--- config.mk ---
export PLATFORM = sky130hd
export DESIGN_NAME = fft_frame_loader_flat
export DESIGN_NICKNAME = d
export VERILOG_FILES = /design/src/rtl/fft_frame_loader_pkg.sv /design/src/rtl/fft_frame_loader_if.sv /design/src/rtl/fft_frame_loader_bank.sv /design/src/rtl/fft_frame_loader.sv /design/src/flat_wrapper.sv
export SDC_FILE = /design/constraint.sdc
export NUM_CORES = 1
export LEC_CHECK = 0
export CAP_MARGIN = 40
export CORE_MARGIN = 8
export CORE_UTILIZATION = 55
export DETAILED_ROUTE_END_ITERATION = 8
export PLACE_DENSITY_LB_ADDON = 0.08
export SYNTH_ARGS = -nofsm -noshare
export SYNTH_HDL_FRONTEND = slang
export SYNTH_SLANG_ARGS = --single-unit
--- constraint.sdc ---
create_clock -name clk -period 42.5 [get_ports clk]
set_clock_uncertainty 0.2 [all_clocks]
set_input_delay 4.25 -clock clk [delete_from_list [all_inputs] [get_ports clk]]
set_output_delay 4.25 -clock clk [all_outputs]
set_load 0.02 [all_outputs]
--- src/rtl/fft_frame_loader_pkg.sv ---
// Shared types and constants for the fft_8pt frame loader.
package fft_pkg;
  localparam int NPT  = 8;
  localparam int DW   = 16;
  localparam int IDXW = 3;
  localparam logic [DW-1:0] Q_ONE = 16'h1000;

  typedef struct packed {
    logic signed [DW-1:0] r;
    logic signed [DW-1:0] i;
  } cplx_t;

  function automatic logic [IDXW-1:0] bitrev3(input logic [IDXW-1:0] idx);
    return {idx[0], idx[1], idx[2]};
  endfunction
endpackage

--- src/rtl/fft_frame_loader_if.sv ---
// Serial-in / frame-out handshake bundle between a sample source, the loader and fft_8pt.
interface fft_frame_loader_if;
  import fft_pkg::*;

  logic                    in_valid;
  logic                    in_ready;
  logic [DW-1:0]           in_r;
  logic [DW-1:0]           in_i;
  logic                    in_mode;
  logic                    frame_abort;
  logic                    out_valid;
  logic                    out_ready;
  logic [NPT-1:0][DW-1:0]  out_r;
  logic [NPT-1:0][DW-1:0]  out_i;
  logic                    out_mode;
  logic [15:0]             frame_cnt;

  modport master (
    output in_valid, in_r, in_i, in_mode, frame_abort, out_ready,
    input  in_ready, out_valid, out_r, out_i, out_mode, frame_cnt
  );

  modport slave (
    input  in_valid, in_r, in_i, in_mode, frame_abort, out_ready,
    output in_ready, out_valid, out_r, out_i, out_mode, frame_cnt
  );
endinterface

--- src/rtl/fft_frame_loader_bank.sv ---
// One ping-pong bank: 8 complex entries, frame mode bit and full flag.
// FFT_FRAME_LOADER_BITREV_EN stores sample j at slot bitrev3(j).
module fft_frame_bank
  import fft_pkg::*;
(
  input  logic                  clk,
  input  logic                  reset,
  input  logic                  wr_en_i,
  input  logic [IDXW-1:0]       wr_idx_i,
  input  cplx_t                 wr_data_i,
  input  logic                  wr_mode_i,
  input  logic                  wr_last_i,
  input  logic                  clr_i,
  output cplx_t [NPT-1:0]       data_o,
  output logic                  mode_o,
  output logic                  full_o
);
  cplx_t [NPT-1:0] data_q, data_d;
  logic            mode_q, mode_d;
  logic            full_q, full_d;
  logic [IDXW-1:0] wr_addr_s;

`ifdef FFT_FRAME_LOADER_BITREV_EN
  assign wr_addr_s = bitrev3(wr_idx_i);
`else
  assign wr_addr_s = wr_idx_i;
`endif

  // Next-state for storage, mode latch and full flag.
  always_comb begin
    data_d = data_q;
    mode_d = mode_q;
    full_d = full_q;
    if (clr_i) begin
      full_d = 1'b0;
    end else if (wr_en_i && wr_last_i) begin
      full_d = 1'b1;
    end else begin
      full_d = full_q;
    end
    if (wr_en_i) begin
      data_d[wr_addr_s] = wr_data_i;
      mode_d = (wr_idx_i == {IDXW{1'b0}}) ? wr_mode_i : mode_q;
    end else begin
      data_d = data_q;
    end
  end

  // Bank state registers.
  always_ff @(posedge clk or posedge reset) begin
    if (reset) begin
      data_q <= '0;
      mode_q <= 1'b0;
      full_q <= 1'b0;
    end else begin
      data_q <= data_d;
      mode_q <= mode_d;
      full_q <= full_d;
    end
  end

  assign data_o = data_q;
  assign mode_o = mode_q;
  assign full_o = full_q;
endmodule

--- src/rtl/fft_frame_loader.sv ---
// Packs a serial complex stream into 8-point frames through two ping-pong banks.
// Optional bit-reversed output order: FFT_FRAME_LOADER_BITREV_EN.
module fft_frame_loader
  import fft_pkg::*;
(
  input  logic               clk,
  input  logic               reset,
  fft_frame_loader_if.slave  bus
);
  logic                   wr_bank_q, wr_bank_d;
  logic                   rd_bank_q, rd_bank_d;
  logic [IDXW-1:0]        wr_idx_q, wr_idx_d;
  logic                   out_valid_q, out_valid_d;
  logic [NPT-1:0][DW-1:0] out_r_q, out_r_d;
  logic [NPT-1:0][DW-1:0] out_i_q, out_i_d;
  logic                   out_mode_q, out_mode_d;
  logic [15:0]            frame_cnt_q, frame_cnt_d;

  logic [1:0]             bank_full_s;
  logic [1:0]             bank_mode_s;
  cplx_t [NPT-1:0]        bank_data_s [2];
  cplx_t [NPT-1:0]        rd_data_s;
  logic                   in_ready_s;
  logic                   accept_s;
  logic                   wr_en_s;
  logic                   last_s;
  logic                   xfer_s;

  // in_ready depends only on registered bank state, never on out_ready.
  assign in_ready_s = !bank_full_s[wr_bank_q];
  assign accept_s   = bus.in_valid && in_ready_s;
  assign wr_en_s    = accept_s && !bus.frame_abort;
  assign last_s     = (wr_idx_q == 3'd7);
  assign xfer_s     = bank_full_s[rd_bank_q] && (!out_valid_q || bus.out_ready);
  assign rd_data_s  = bank_data_s[rd_bank_q];

  for (genvar b = 0; b < 2; b++) begin : g_bank
    fft_frame_bank u_bank (
      .clk       (clk),
      .reset     (reset),
      .wr_en_i   (wr_en_s && (wr_bank_q == 1'(b))),
      .wr_idx_i  (wr_idx_q),
      .wr_data_i (cplx_t'{r: bus.in_r, i: bus.in_i}),
      .wr_mode_i (bus.in_mode),
      .wr_last_i (last_s),
      .clr_i     (xfer_s && (rd_bank_q == 1'(b))),
      .data_o    (bank_data_s[b]),
      .mode_o    (bank_mode_s[b]),
      .full_o    (bank_full_s[b])
    );
  end

  // Write pointer, read pointer and output register next-state.
  always_comb begin
    wr_idx_d    = wr_idx_q;
    wr_bank_d   = wr_bank_q;
    rd_bank_d   = rd_bank_q;
    out_valid_d = out_valid_q;
    out_r_d     = out_r_q;
    out_i_d     = out_i_q;
    out_mode_d  = out_mode_q;
    frame_cnt_d = frame_cnt_q;

    if (bus.frame_abort) begin
      wr_idx_d = 3'd0;
    end else if (accept_s && last_s) begin
      wr_idx_d  = 3'd0;
      wr_bank_d = !wr_bank_q;
    end else if (accept_s) begin
      wr_idx_d = wr_idx_q + 3'd1;
    end else begin
      wr_idx_d = wr_idx_q;
    end

    if (xfer_s) begin
      for (int k = 0; k < NPT; k++) begin
        out_r_d[k] = rd_data_s[k].r;
        out_i_d[k] = rd_data_s[k].i;
      end
      out_mode_d  = bank_mode_s[rd_bank_q];
      out_valid_d = 1'b1;
      rd_bank_d   = !rd_bank_q;
      frame_cnt_d = frame_cnt_q + 16'd1;
    end else if (bus.out_ready) begin
      out_valid_d = 1'b0;
    end else begin
      out_valid_d = out_valid_q;
    end
  end

  // Control and output registers.
  always_ff @(posedge clk or posedge reset) begin
    if (reset) begin
      wr_idx_q    <= 3'd0;
      wr_bank_q   <= 1'b0;
      rd_bank_q   <= 1'b0;
      out_valid_q <= 1'b0;
      out_r_q     <= '0;
      out_i_q     <= '0;
      out_mode_q  <= 1'b0;
      frame_cnt_q <= 16'd0;
    end else begin
      wr_idx_q    <= wr_idx_d;
      wr_bank_q   <= wr_bank_d;
      rd_bank_q   <= rd_bank_d;
      out_valid_q <= out_valid_d;
      out_r_q     <= out_r_d;
      out_i_q     <= out_i_d;
      out_mode_q  <= out_mode_d;
      frame_cnt_q <= frame_cnt_d;
    end
  end

  assign bus.in_ready  = in_ready_s;
  assign bus.out_valid = out_valid_q;
  assign bus.out_r     = out_r_q;
  assign bus.out_i     = out_i_q;
  assign bus.out_mode  = out_mode_q;
  assign bus.frame_cnt = frame_cnt_q;
endmodule

--- src/flat_wrapper.sv ---
// flat-port wrapper written by rule: the top's interface ports become plain ports
module fft_frame_loader_flat import fft_pkg::*;
  (clk, reset, bus_in_valid, bus_in_r, bus_in_i, bus_in_mode, bus_frame_abort, bus_out_ready, bus_in_ready, bus_out_valid, bus_out_r, bus_out_i, bus_out_mode, bus_frame_cnt);
  fft_frame_loader_if bus_i ();
  input  logic clk;
  input  logic reset;
  input wire logic [$bits(bus_i.in_valid)-1:0] bus_in_valid;
  input wire logic [$bits(bus_i.in_r)-1:0] bus_in_r;
  input wire logic [$bits(bus_i.in_i)-1:0] bus_in_i;
  input wire logic [$bits(bus_i.in_mode)-1:0] bus_in_mode;
  input wire logic [$bits(bus_i.frame_abort)-1:0] bus_frame_abort;
  input wire logic [$bits(bus_i.out_ready)-1:0] bus_out_ready;
  output wire logic [$bits(bus_i.in_ready)-1:0] bus_in_ready;
  output wire logic [$bits(bus_i.out_valid)-1:0] bus_out_valid;
  output wire logic [$bits(bus_i.out_r)-1:0] bus_out_r;
  output wire logic [$bits(bus_i.out_i)-1:0] bus_out_i;
  output wire logic [$bits(bus_i.out_mode)-1:0] bus_out_mode;
  output wire logic [$bits(bus_i.frame_cnt)-1:0] bus_frame_cnt;
  assign bus_i.in_valid = bus_in_valid;
  assign bus_i.in_r = bus_in_r;
  assign bus_i.in_i = bus_in_i;
  assign bus_i.in_mode = bus_in_mode;
  assign bus_i.frame_abort = bus_frame_abort;
  assign bus_i.out_ready = bus_out_ready;
  assign bus_in_ready = bus_i.in_ready;
  assign bus_out_valid = bus_i.out_valid;
  assign bus_out_r = bus_i.out_r;
  assign bus_out_i = bus_i.out_i;
  assign bus_out_mode = bus_i.out_mode;
  assign bus_frame_cnt = bus_i.frame_cnt;
  fft_frame_loader u_core (.clk(clk), .reset(reset), .bus(bus_i));
endmodule
==> Word-level counts from Yosys, hierarchy flattened <==
Index checks and enable logic that the tools add are counted.
{ "totals": {"regBits": 795, "output_inout_bits": 275, "elab_cells": 117} }
{ "classes": {"n_addsub": 2, "n_lt_le_gt_ge": 5, "eq_ne": 1, "mux": 22, "bitwise_logic": 4, "reduce_logical": 25} }
{ "ops": {"columns": ["op", "count"], "rows": [
  ["$mux 256", 3],
  ["$bwmux 256", 2],
  ["$demux 32 s3", 1],
  ["$mux 32", 1],
  ["$add 16x1->16 const B", 1],
  ["$mux 1", 12],
  ["$logic_and 1x1->1", 11],
  ["$mux 3", 3],
  ["$reduce_and 2->1", 3],
  ["$reduce_bool 2->1", 3],
  ["$logic_not 1->1", 5],
  ["$lt 1x2->1 const B", 2],
  ["$lt 3x4->1 const B", 1],
  ["$add 3x1->3 const B", 1],
  ["$eq 3x3->1 const B", 1],
  ["$ge 3x1->1 const B", 1],
  ["$logic_not 3->1", 1],
  ["$not 1->1", 3],
  ["$reduce_bool 3->1", 1],
  ["$ge 2x2->1 const B", 1],
  ["$not 1->2", 1],
  ["$logic_or 1x1->1", 1]
]} }

==> Depth between registers and ports, before layout <==
Gate-level depths: netlist of the first run.
{ "depth": {"word_depth": 9, "mapped_depth": 7, "mapped_depth_nobuf": 5} }

==> Modules after synthesis <==
From an unflattened synthesis of the first run, not the netlist that was laid out.
{ "unflattened": {"hier_cells": 2319, "area_unflattened_um2": 31421.4} }
{ "by_module_without_submodules": {"columns": ["module", "n_inst", "cells_each", "area_per_inst_um2"], "rows": [
  ["fft_frame_loader", 1, 1205, 12051.6],
  ["fft_frame_bank (u_core.g_bank[0].u_bank)", 1, 557, 9690.5],
  ["fft_frame_bank (u_core.g_bank[1].u_bank)", 1, 557, 9679.3]
]} }

==> Least setup slack after synthesis of the first run <==
OpenSTA, ideal clock, no wires.
{ "synth_path": {"path_type": "input port to flip-flop", "from": "input port bus_frame_abort", "to": "register u_core.g_bank[0].u_bank.data_q (netlist bit u_core.g_bank[0].u_bank.data_o[68])", "setup_ps": 125, "arrival_ps": 5490, "t_required_ps": 42175, "setup_slack_ps": 36685, "cell_stages": 5, "n_path_buf": 1, "cell_sequence": "nor4b_2 > nand2_1 > nor2_2 > buf_4 > mux2_2"} }
{ "synth_via": {"elab_chain_len": 3} }
{ "synth_lines": {"columns": ["item", "line_no", "text"], "rows": [
  ["start, declared", "flat_wrapper.sv:11", "input wire logic [$bits(bus_i.frame_abort)-1:0] bus_frame_abort;"],
  ["$logic_not 1->1", "fft_frame_loader.sv:32", "assign wr_en_s = accept_s && !bus.frame_abort;"],
  ["$logic_and 1x1->1", "fft_frame_loader.sv:32", null],
  ["$logic_and 1x1->1", "fft_frame_loader.sv:41", ".wr_en_i (wr_en_s && (wr_bank_q == 1'(b))),"],
  ["end signal, assigned", "fft_frame_loader_bank.sv:56", "data_q <= data_d;"],
  ["end, declared", "fft_frame_loader_bank.sv:18", "cplx_t [NPT-1:0] data_q, data_d;"]
]} }
Every way passes these cells.
A chain may end at the register's enable or synchronous reset.

==> Worst setup path after layout of the first run <==
{ "layout_path": {"from": "input port bus_out_ready", "to": "register u_core.out_i_q (netlist bit u_core.bus.out_i[11])"} }
{ "layout_via": {"elab_chain_len": 2} }
{ "layout_lines": {"columns": ["item", "line_no", "text"], "rows": [
  ["start, declared", "flat_wrapper.sv:12", "input wire logic [$bits(bus_i.out_ready)-1:0] bus_out_ready;"],
  ["$logic_or 1x1->1", "fft_frame_loader.sv:34", "assign xfer_s = bank_full_s[rd_bank_q] && (!out_valid_q || bus.out_ready);"],
  ["$logic_and 1x1->1", "fft_frame_loader.sv:34", null],
  ["end signal, assigned", "fft_frame_loader.sv:108", "out_i_q <= out_i_d;"],
  ["end, declared", "fft_frame_loader.sv:15", "logic [NPT-1:0][DW-1:0] out_i_q, out_i_d;"]
]} }
Every way passes these cells.

==> impl_metrics.toml, run 1 <==
[placed_design]
place.gp.congestion = 0.7788
placed_cell_area_sq_mm = 0.03461
port_buffers = 312
dp_hpwl_um = 49390

[critical_path]
cpPeakStageDelay_ps = 800
crit_top_cell = "buf_4"
r2r-start = "u_core.bus.out_valid$_DFFE_PP0P_"
crit_start = "bus_out_ready"
path_class = "in -> reg"
path_max_fanout = 65
cp_cell_sequence = "clkdlybuf4s50_1, nand2b_1, and3_4, buf_4, buf_4, a222oi_1, inv_1"
end_kind = "register"
worstReg2RegEnd = "u_core.bus.out_i[11]$_DFFE_PP0P_"
start_kind = "primary input"
cp_data_required_time_ps = 42830
slowest_stage = "buf_4"
rrSetupSlack_ps = 39020
cp-endpoint = "u_core.bus.out_i[11]$_DFFE_PP0P_"
critPathArrivalTime_ps = 7570
ff2ff_path_depth = 6

[clock_tree]
clock_path_buffers = 3
cts_made_buffers = 81
cts_resized = 0
clock-sinks = 795
cts_tree = "yes"
holdBufCountCts = 0
clockRootBuffer = "clkbuf_16"
clkLatencyLatePin_ps = 610
cts_setup_buffers = 0
htreeDepth = 3
clk_pin_slew_worst_paths_ps = 60

[finish]
layout_commonest_cell = "dfrtp_1"
diodes = 0
n_fill_cell = 3928
drive_gt1_frac = 0.2390
final_area_sq_mm = 0.03739
final_cell_mix = "795 x dfrtp_1, 388 x mux2_2, 312 x clkdlybuf4s50_1"
syn_to_final_growth_pct = 21.87
post-route-util = 0.6787
final_nets = 2410

[floorplan]
die_h_um = 252.2
boundaryPins = 313
core_sq_mm = 0.05509
row_count = 86
die_area_sq_mm = 0.06360
die_x_um = 252.2
start_util = 0.5569

[timing]
max_freq_mhz = 138.0
period_minus_slack_ps = 7249
rsz0062_at_grt = "no"
relSlewSlack = 0.2371
worst_slew_pin_slew_ps = 1144
finalSetupViolCount = 0
slew_violations = 0
timing.setup.tns_ps = 0
hold_viol = 0
fin_crit_sh = 0.1706

[power]
leakagePower_nw = 19.74
p_per_area_mw_per_mm2 = 42.90
peakVddDrop_mv = 0.03177
power_mw = 1.604

[synth]
yosys_warnings = 0
synth_area_leader_cell = "dfrtp_1"
ys_seq_area_frac = 0.6484
synth_area_leaders = "dfrtp_1 65%, mux2_2 14%, a222oi_1 8.4%, mux2_1 4.6%, inv_1 3.2%"
async_reset_ff_frac = 1.000
netlist_area_sq_mm = 0.03068
syn_inst = 2102
synth_cell_types = 36
syn_avg_cell_area_sq_um = 14.60
synth-edff-count = 0
synth_nets = 2144
synth-seq-cells = 795
yosysTopAreaCellShare = 0.6484
synth_ff_type = "dfrtp_1"

[detailed_routing]
routed_via_density = 6.049
first_pass_iters = 9
drcViolationCount = 1
antenna_left = 0
drt_iter0_drc = 2434
drt_wl_total_um = 80540
wl_per_cell_um = 25.33
num_vias = 19230

[grt]
grt_util_all_layers = 0.2526
grt_pass1_wl_um = 125400
grt_max_degree = 199
overflow = 0
antenna_found_initial = 0
grt_pass1_vias = 20700

[flow_run]
drv_cap = 0

[min_path]
hold_path_class = "reg -> reg"

[run_status]
status = "complete, but fails checks"
failed_checks = "design-rule violations"
==> area by class of cell <==
cell class	instances	area (sq um)	area share
Clock buffer	124	2484	0.06642
Clock inverter	22	299.0	0.007997
Inverter	262	991.0	0.02650
Multi-Input combinational cell	875	9101	0.2434
Sequential cell	795	19890	0.5320
Tap cell	748	935.9	0.02503
Timing Repair Buffer	353	3689	0.09864
==> synthesized netlist by cell type (10+ instances only) <==
library cell	instances
dfrtp_1	795
mux2_2	388
a222oi_1	257
nor2_1	10
buf_2	59
buf_4	15
inv_1	262
mux2_1	126
xnor2_1	10
nand2_1	25
clkbuf_1	93
==> routing by layer <==
layer / routed length, um / vias up / track usage
li1: - / 8197 / -
met1: 32190 / 10200 / 0.3279
met2: 40700 / 717 / 0.4287
met3: 5779 / 112 / 0.04955
met4: 1862 / 0 / 0.07704
met5: 0 / - / 0
==> flip-flops by register name, summed over array words and instances (netlist names) <==
register	flops
u_core.bus.frame_cnt	16
u_core.bus.out_r	128
u_core.wr_idx_q	3
u_core.rd_bank_q	1
u_core.g_bank.u_bank.full_o	2
u_core.bus.out_valid	1
u_core.g_bank.u_bank.mode_o	2
u_core.g_bank.u_bank.data_o	512
u_core.bus.out_i	128
u_core.bus.out_mode	1
u_core.wr_bank_q	1
==> metrics by stage <==
| stage | instances | hold WS [ps] | worst slack, ps |
|---|---|---|---|
| 2_1_floorplan | 2102 | 255.3 | 15730 |
| 3_3_place_gp | 3019 | 262.7 | 34000 |
| 3_5_place_dp | 3033 | 271.8 | 34710 |
| 4_1_cts | 3179 | 279.6 | 35330 |
| 5_1_grt | 3179 | 307.0 | 35000 |
| 6_report | 3179 | 281.7 | 35250 |
==> worst max-delay path: cells and delay by family <==
kind | cells | cell delay [ps]
and+or+nand+nor | 2 | 870
buffers and inverters | 4 | 2130
AOI/OAI and AO/OA | 1 | 230
==> logic make-up after synthesis <==
logic type,after synthesis,synth area share
AO/OA/AOI/OAI,263,0.08494
XOR/XNOR,16,0.004567
adder cells (fa/ha/maj),4,0.001631
buffers and inverters,432,0.05709
flip-flops,795,0.6484
multiplexers,516,0.1893
AND/OR/NAND/NOR,76,0.01411
==> power by group <==
part / internal [mW] / total (mW) / switching, mW
Clock: 0.445 / 0.731 / 0.286
Combinational: 0.0302 / 0.0659 / 0.0357
Sequential: 0.790 / 0.807 / 0.0172
Total: 1.27 / 1.60 / 0.339
==> how the worst min path moves through the flow <==
stage                                                     from                                              end  depth (start not counted)  slack [ps]
2_1_floorplan  u_core.g_bank[1].u_bank.data_o[224]$_DFFE_PP0P_                u_core.bus.out_i[112]$_DFFE_PP0P_                          2         260
3_3_place_gp   u_core.g_bank[1].u_bank.data_o[238]$_DFFE_PP0P_                u_core.bus.out_i[126]$_DFFE_PP0P_                          2         260
3_5_place_dp              u_core.bus.frame_cnt[15]$_DFFE_PP0P_             u_core.bus.frame_cnt[15]$_DFFE_PP0P_                          1         270
4_1_cts                   u_core.bus.frame_cnt[15]$_DFFE_PP0P_             u_core.bus.frame_cnt[15]$_DFFE_PP0P_                          1         280
5_1_grt        u_core.g_bank[1].u_bank.data_o[166]$_DFFE_PP0P_  u_core.g_bank[1].u_bank.data_o[166]$_DFFE_PP0P_                          1         310
6_report                  u_core.bus.frame_cnt[15]$_DFFE_PP0P_             u_core.bus.frame_cnt[15]$_DFFE_PP0P_                          1         280
(Power assumes the default switching activity.)
==> inputs of run 2 (changes only) <==
==> constraint.sdc (replaced) <==
create_clock -name clk -period 6.9 [get_ports clk]
set_clock_uncertainty 0.2 [all_clocks]
set_input_delay 0.69 -clock clk [delete_from_list [all_inputs] [get_ports clk]]
set_output_delay 0.69 -clock clk [all_outputs]
set_load 0.02 [all_outputs]
==> run 2 against run 1 <==
  * The flow now finishes without violations
  * Utilization down 0.12 points
  * Combinational power rose to 6.2 times the previous value
  * Register-to-register slack worse by 35000 ps
  * Worst setup slack worse by 31000 ps
  * Die area unchanged
  * Critical path depth down 5
  * Cell count about the same
  * Hold slack worse by 3.2 ps
  * Global-route usage up 0.26 points
  * Sequential cell count unchanged
  * Critical path type is now reg -> out
  * Largest power group unchanged
==> impl_metrics.toml, run 2 (synthesis results as in run 1) <==
[floorplan]
die_x_um = 252.2
boundaryPins = 313
row_count = 86
die_area_sq_mm = 0.06360
die_h_um = 252.2
core_sq_mm = 0.05509
start_util = 0.5569

[timing]
fin_crit_sh = 0.4463
hold_viol = 0
max_freq_mhz = 324.7
finalSetupViolCount = 0
slew_violations = 0
relSlewSlack = 0.3054
rsz0062_at_grt = "no"
worst_slew_pin_slew_ps = 1042
period_minus_slack_ps = 3080

[critical_path]
r2r-start = "u_core.g_bank[1].u_bank.full_o$_DFFE_PP0P_"
cpPeakStageDelay_ps = 690
worstReg2RegEnd = "u_core.bus.out_i[77]$_DFFE_PP0P_"
start_kind = "register"
path_class = "reg -> out"
cp_cell_sequence = "mux2i_1, clkdlybuf4s50_1"
rrSetupSlack_ps = 3960
critPathArrivalTime_ps = 2190
slowest_stage = "clkdlybuf4s50_1"
ff2ff_path_depth = 6
crit_start = "u_core.wr_bank_q$_DFFE_PP0P_"
end_kind = "output pin"
cp_data_required_time_ps = 6010
path_max_fanout = 5

[clock_tree]
clockRootBuffer = "clkbuf_16"
cts_tree = "yes"
cts_made_buffers = 82
cts_setup_buffers = 0
cts_resized = 0
clock-sinks = 795
htreeDepth = 3
clkLatencyLatePin_ps = 620
clock_path_buffers = 3
holdBufCountCts = 0
clk_pin_slew_worst_paths_ps = 60

[grt]
grt_util_all_layers = 0.2552
antenna_found_initial = 0
overflow = 0
grt_pass1_vias = 20580
grt_pass1_wl_um = 126200
grt_max_degree = 187

[placed_design]
placed_cell_area_sq_mm = 0.03469
port_buffers = 312
place.gp.congestion = 0.7628
dp_hpwl_um = 50420

[finish]
final_nets = 2409
layout_commonest_cell = "dfrtp_1"
final_area_sq_mm = 0.03733
n_fill_cell = 3924
post-route-util = 0.6776
syn_to_final_growth_pct = 21.66
final_cell_mix = "795 x dfrtp_1, 388 x mux2_2, 312 x clkdlybuf4s50_1"
largest_reg_flops = 512
drive_gt1_frac = 0.2376
diodes = 0

[min_path]
hold_path_class = "reg -> reg"
whs_path_depth = 1
min-delay-start = "u_core.bus.frame_cnt[15]$_DFFE_PP0P_"
hold_end = "u_core.bus.frame_cnt[15]$_DFFE_PP0P_"

[run_status]
status = "complete, no violations"

[power]
p_per_area_mw_per_mm2 = 260.1
p_int_mw = 7.600
p_comb_frac = 0.042
leakagePower_nw = 19.70
seqPwrFrac = 0.513
p_switching_mw = 2.108
swShare = 0.2171
power_frac_clock = 0.445
power_mw = 9.708
peakVddDrop_mv = 0.1829

[detailed_routing]
wl_per_cell_um = 25.69
first_pass_iters = 9
antenna_left = 0
drt_iter0_drc = 2181
num_vias = 19250
routed_via_density = 6.062
drcViolationCount = 0
drt_wl_total_um = 81580

[flow_run]
drv_cap = 0
## run 2: changes by cell type in the layout (fill, tap and decap cells not counted), sizes merged
cell	delta
clkinvlp	+2
clkinv	+5
buf	-2
inv	-1
bufinv	-4
clkbuf	-3
## run 2: worst max-delay path by stage
stage	to	slack (ps)	depth (start not counted)
floorplan	u_core.bus.frame_cnt[0]$_DFFE_PP0P_	-4900	1
global placement	u_core.g_bank[0].u_bank.data_o[17]$_DFFE_PP0P_	2940	6
detailed placement	u_core.bus.out_r[5]$_DFFE_PP0P_	3310	6
CTS	bus_in_ready	3810	2
global route	bus_in_ready	3750	2
finish	bus_in_ready	3820	2
## run 2: power groups by stage
stage	registers [mW]	logic, mW	clock network (mW)
finish	4.98	0.408	4.32
global route	5.00	0.453	4.59
CTS	4.97	0.419	4.41
detailed placement	5.05	0.417	0
global placement	5.04	0.388	0
floorplan	5.03	0.284	0
## run 2: cell type report
class | instances | area [sq um] | area share
Sequential cell | 795 | 19890 | 0.5329
Multi-Input combinational cell | 875 | 9101 | 0.2438
Timing Repair Buffer | 351 | 3770 | 0.1010
Clock buffer | 121 | 2432 | 0.06516
Inverter | 262 | 987.2 | 0.02645
Tap cell | 748 | 935.9 | 0.02507
Clock inverter | 24 | 207.7 | 0.005564
## run 2: worst max-delay path, delay by kind of cell, from the launching register on
family                 cells  cell delay (ps)
flip-flops                 1              470
multiplexers               1              420
buffers and inverters      1              690
## run 2: through the flow
| step | setup TNS (ps) | setup slack, ps | hold slack (ps) | std cells |
|---|---|---|---|---|
| 6_report | 0 | 3820 | 278.5 | 3176 |
| 5_1_grt | 0 | 3751 | 300.2 | 3176 |
| 4_1_cts | 0 | 3812 | 278.6 | 3176 |
| 3_5_place_dp | 0 | 3311 | 266.1 | 3031 |
| 3_3_place_gp | 0 | 2943 | 258.7 | 3010 |
| 2_1_floorplan | -3896130 | -4901 | 255.3 | 2102 |
## run 2: layer usage
layer | wire length [um] | vias up | share of wire | track usage
met1 | 32580 | 10260 | 0.40 | 0.3253
li1 | - | 8205 | - | -
met5 | 0 | - | 0 | 0
met4 | 2769 | 0 | 0.034 | 0.09175
met3 | 5277 | 138 | 0.065 | 0.05706
met2 | 40950 | 651 | 0.50 | 0.4280
